--- src/rtl/rf_cmd_sequencer.sv ---
// rf_cmd_sequencer: buffers a command program and replays it to the datapath; RF_CMD_SEQ_SIGNATURE_EN adds the rotate-XOR sig
module rf_cmd_sequencer #(
  parameter int DEPTH = 16,
  parameter int AW = $clog2(DEPTH)
) (
  input  logic          clk,
  input  logic          rst,
  input  logic [7:0]    wr_data,
  input  logic          wr_valid,
  output logic          wr_ready,
  input  logic          clear,
  input  logic          start,
  input  logic [7:0]    loop_cnt,
  output logic [7:0]    cmd_out,
  output logic          cmd_valid,
  input  logic          cmd_ready,
  output logic          busy,
  output logic          done,
  output logic [AW:0]   count,
  output logic [7:0]    sig
);
  localparam logic [1:0] IDLE = 2'd0, RUN = 2'd1, DONE = 2'd2;
  logic [1:0] state;
  logic [7:0] mem [DEPTH];
  logic [AW-1:0] wptr, rptr;
  logic [7:0] pass;
  logic idle, wr_acc, go, acc, last;
  assign idle = state == IDLE;
  assign wr_ready = idle && count != (AW+1)'(DEPTH) && !start && !clear;
  assign wr_acc = wr_valid && wr_ready;
  assign go = idle && start && !clear && count != '0;
  assign acc = state == RUN && cmd_valid && cmd_ready;
  assign last = rptr == count[AW-1:0];
  assign busy = state == RUN;
  assign done = state == DONE;
  always_ff @(posedge clk)
    if (wr_acc) mem[wptr] <= wr_data;
  always_ff @(posedge clk)
    if (rst) begin
      state <= IDLE;
      wptr <= '0;
      rptr <= '0;
      count <= '0;
      pass <= '0;
      cmd_out <= '0;
      cmd_valid <= 1'b0;
    end else begin
      if (idle && clear) begin
        wptr <= '0;
        count <= '0;
      end else if (wr_acc) begin
        wptr <= wptr + AW'(1);
        count <= count + (AW+1)'(1);
      end
      if (go) begin
        state <= RUN;
        pass <= loop_cnt;
        cmd_out <= mem[0];
        cmd_valid <= 1'b1;
        rptr <= AW'(1);
      end else if (acc) begin
        if (!last) begin
          cmd_out <= mem[rptr];
          rptr <= rptr + AW'(1);
        end else if (pass != 8'd0) begin
          pass <= pass - 8'd1;
          cmd_out <= mem[0];
          rptr <= AW'(1);
        end else begin
          cmd_valid <= 1'b0;
          cmd_out <= '0;
          state <= DONE;
        end
      end else if (state == DONE) begin
        state <= IDLE;
      end
    end
`ifdef RF_CMD_SEQ_SIGNATURE_EN
  always_ff @(posedge clk)
    if (rst || go) sig <= '0;
    else if (acc) sig <= {sig[6:0], sig[7]} ^ cmd_out;
`else
  assign sig = 8'h00;
`endif
endmodule

--- config.mk ---
export PLATFORM = sky130hd
export DESIGN_NAME = rf_cmd_sequencer
export DESIGN_NICKNAME = d
export VERILOG_FILES = /design/src/rtl/rf_cmd_sequencer.sv
export SDC_FILE = /design/constraint.sdc
export NUM_CORES = 1
export LEC_CHECK = 0
export CORE_MARGIN = 5
export CORE_UTILIZATION = 56
export CTS_BUF_LIST = sky130_fd_sc_hd__clkbuf_2
export DETAILED_ROUTE_END_ITERATION = 8
export PLACE_DENSITY = 0.76
export SETUP_SLACK_MARGIN = 0.2
export SLEW_MARGIN = 20
export SYNTH_ARGS = -nofsm -noshare
export SYNTH_HDL_FRONTEND = slang
export SYNTH_SLANG_ARGS = --single-unit
--- constraint.sdc ---
create_clock -name clk -period 3.5 [get_ports clk]
set_clock_uncertainty 0.1 [all_clocks]
set_input_delay 0.7 -clock clk [delete_from_list [all_inputs] [get_ports clk]]
set_output_delay 0.7 -clock clk [all_outputs]
set_load 0.05 [all_outputs]
==> metrics.md <==
| Metric | Value |
|---|---|
| Initial antenna violation count | `1` |
| Initial Util | `56.57%` |
| DRC | `0` |
| Ys flop type | `edfxtp_1` |
| Largest net degree at the start of global routing | `36` |
| Startpoint types | `flop` |
| Tcrit/Tclk final | `a little over four fifths` |
| CP max FO | `8` |
| Tmin final | `2924 ps` |
| Global-route usage over all layers | `19.14%` |
| Clk_lat worst skew | `roughly 700 ps` |
| Worst-Margin Slew | `692.5 ps` |
| Max Root-Sink Buffers | `2` |
| Number of synthesized register bits | `160` |
| Height of the die | `roughly 120 um` |
| CP Class | `reg2out` |
| Required @ worst endpoint | `2700 ps` |
| GR peak layer | `met2` |
| Finish-stage setup viols | `0` |
| Die ar. | `14270 um2` |
| Fillers | `857` |
| Overall power consumption | `3.350 mW` |
| Row cnt | `40` |
| Nets | `513` |
| Slew Limit Fails | `0` |
| Asr flop ratio synth | `0%` |
| Core area | `11860 um2` |
| Maximum vdd drop | `0.3072 mV` |
| Clk root buf | `clkbuf_2` |
| Synth warnings | `0` |
| Share of cells above drive strength 1 | `roughly a fifth` |
| DR WL/cell | `~20 um` |
| Met1 Use GR | `25.28%` |
| Syn Inst Count | `427` |
| GP Congestion | `just under 0.8` |
| P_leak | `approximately 2.5 nW` |
| GR Util met2 | `30.83%` |
| Post-cts sizing count | `0` |
| DPL Wire Length | `around 8.6 mm` |
| Grt ovf | `0` |
| Critical Path Sink Type | `primary output` |
| Main area contributors after synthesis | `edfxtp_1 57%, mux4_2 11%, dfxtp_1 9.5%` |
| Port bufs | `38` |
| Post-synth EDFFs | `128` |
| Final setup TNS | `0 ps` |
| Vias per cell | `a little under 6` |
| Mean area per synthesized cell | `15.71 um2` |
| First-pass GRT wire length | `20.46 mm` |
| Status | `finished clean` |
| Area of the mapped netlist | `6710 um2` |
| Die width | `~120 um` |
| Clk slew on worst S/H paths | `190 ps` |
| Yosys top cell by area | `edfxtp_1` |
| Cts bufs inserted | `17` |
| CTS hold repair buffers | `0` |
| Final count of hold timing violations | `0` |
| H-tree depth | `4` |
| Top-area cell type share of the netlist area | `57.28%` |
| Area Growth Syn to Fin | `13.28%` |
| GR Layer Usage met3 | `4.843%` |
| Rel. slew slack | `53.69%` |
| Clock sink count | `160` |
| Boundary Pins | `47` |
| Worst hold path type | `reg2reg` |
| Post-CTS setup buffers | `0` |
| 1st-iter DRT viols | `326` |
| Worst Path Arrival | `roughly 2100 ps` |
| Final ANT Viol Nets | `0` |
| RSZ-0062 raised after global routing | `no` |
| TritonCTS clock tree | `built` |
| Wirelength, routed | `12.95 mm` |
| Drt first pass iters | `5` |
| Seq/Total Area, Yosys | `around 67%` |
| Max frequency | `~340 MHz` |
| Unique masters post-synth | `50` |
| Vias in the first global route | `3822` |
| Max_cap viols | `0` |
| Pwr/cell area | `around 440 nW/um2` |
| Via count | `3812` |
[cell usage in the layout, fill, tap and decap left out, types with 4 or more instances in the layout]
| master | Yosys | final |
|---|---|---|
| edfxtp_1 | 128 | 128 |
| nor2_1 | 41 | 41 |
| clkdlybuf4s50_1 | 0 | 37 |
| mux4_2 | 32 | 32 |
| dfxtp_1 | 32 | 31 |
| buf_4 | 8 | 23 |
| clkbuf_2 | 0 | 18 |
| a22o_1 | 16 | 16 |
| nand2_1 | 12 | 12 |
| o22ai_1 | 10 | 10 |
| ha_1 | 9 | 9 |
| xnor2_1 | 8 | 8 |
| and2_1 | 8 | 8 |
| a211oi_1 | 8 | 8 |
| conb_1 | 1 | 8 |
| nor3_1 | 7 | 7 |
| o21ai_0 | 7 | 7 |
| inv_1 | 6 | 6 |
| and3_1 | 6 | 6 |
| mux2i_1 | 6 | 6 |
| a21oi_1 | 6 | 6 |
| nand2b_1 | 5 | 5 |
| xor2_1 | 5 | 5 |
| bufinv_16 | 0 | 5 |
| nor2b_1 | 4 | 4 |
| nand4_1 | 4 | 4 |
[synth_stat cells, types with 7 or more instances]
| cell | instances |
|---|---|
| nor2_1 | 41 |
| buf_4 | 8 |
| and2_1 | 8 |
| o21ai_0 | 7 |
| a22o_1 | 16 |
| o22ai_1 | 10 |
| clkbuf_1 | 12 |
| mux4_2 | 32 |
| ha_1 | 9 |
| nor3_1 | 7 |
| a211oi_1 | 8 |
| nand2_1 | 12 |
| xnor2_1 | 8 |
| edfxtp_1 | 128 |
| dfxtp_1 | 32 |
[power breakdown]
group,total [mW],internal (mW),switching [mW],leakage [nW]
sequential,2.06,2.06,0.00495,1.41
combinational,0.123,0.0443,0.0783,0.924
clock,1.17,0.545,0.622,0.172
total,3.35,2.65,0.705,2.51
[routing by layer]
layer	routed length, um	vias to the layer above
met5	0	-
met4	225	0
met3	687	20
met2	6479	116
met1	5555	1912
li1	-	1764
[per-stage QoR]
| stage | hold slack [ps] | std cells | util, % | setup WS (ps) | area [um2] |
|---|---|---|---|---|---|
| after floorplan | 377.3 | 434 | - | 329.2 | 6736 |
| after global placement | 374.0 | 610 | 61.51 | 657.3 | 7296 |
| after detailed placement | 394.3 | 610 | 61.51 | 585.5 | 7296 |
| after CTS | 368.2 | 642 | 64.06 | 489.7 | 7599 |
| after global routing | 369.4 | 643 | 64.08 | 333.9 | 7601 |
| final | 412.0 | 643 | 64.08 | 576.0 | 7601 |
[path summary, 6_finish.rpt]
| check | startpoint | end | slack (ps) | depth (start not counted) |
|---|---|---|---|---|
| setup reg to reg | count[0] | mem[3][4] | 1050 | 7 |
| setup / recovery | state[0] | busy | 580 | 2 |
| hold / removal | cmd_valid | cmd_valid | 410 | 2 |
| hold reg to reg | cmd_valid | cmd_valid | 410 | 2 |
[layout make-up]
| class | instances | area (um2) | area share (%) |
|---|---|---|---|
| clock buffers | 18 | 90.09 | 1.185 |
| diodes | 1 | 2.502 | 0.03292 |
| repair buffers | 60 | 543.0 | 7.144 |
| multi-input cells | 237 | 2061 | 27.11 |
| clock inverters | 14 | 212.7 | 2.798 |
| inverters | 6 | 22.52 | 0.2963 |
| flip-flops and latches | 160 | 4486 | 59.01 |
| well taps | 147 | 183.9 | 2.420 |
[worst max-delay path: stages (launching register included)]
cell and delay (ps):
dfxtp_1 490, nor2b_1 160, clkdlybuf4s50_1 800
[cells by family (layout without fill, tap and decap cells)]
kind of cell	count (synthesis)	in the layout	synth area share, %
muxes	39	39	11.80
DFF	160	160	66.83
adders and majority gates	9	9	1.678
and+or+nand+nor	107	107	8.391
other	1	9	0.05589
AOI/OAI and AO/OA	60	60	6.452
xor gates and xnor gates	14	14	1.939
buffers and inverters	37	98	2.853
[registers in the layout, summed over array words and instances, names as in the netlist]
name	cells
wptr	4
rptr	4
cmd_out	8
pass	8
cmd_valid	1
mem	128
state	2
count	5
Note: power is estimated with default switching activity, not from simulation.
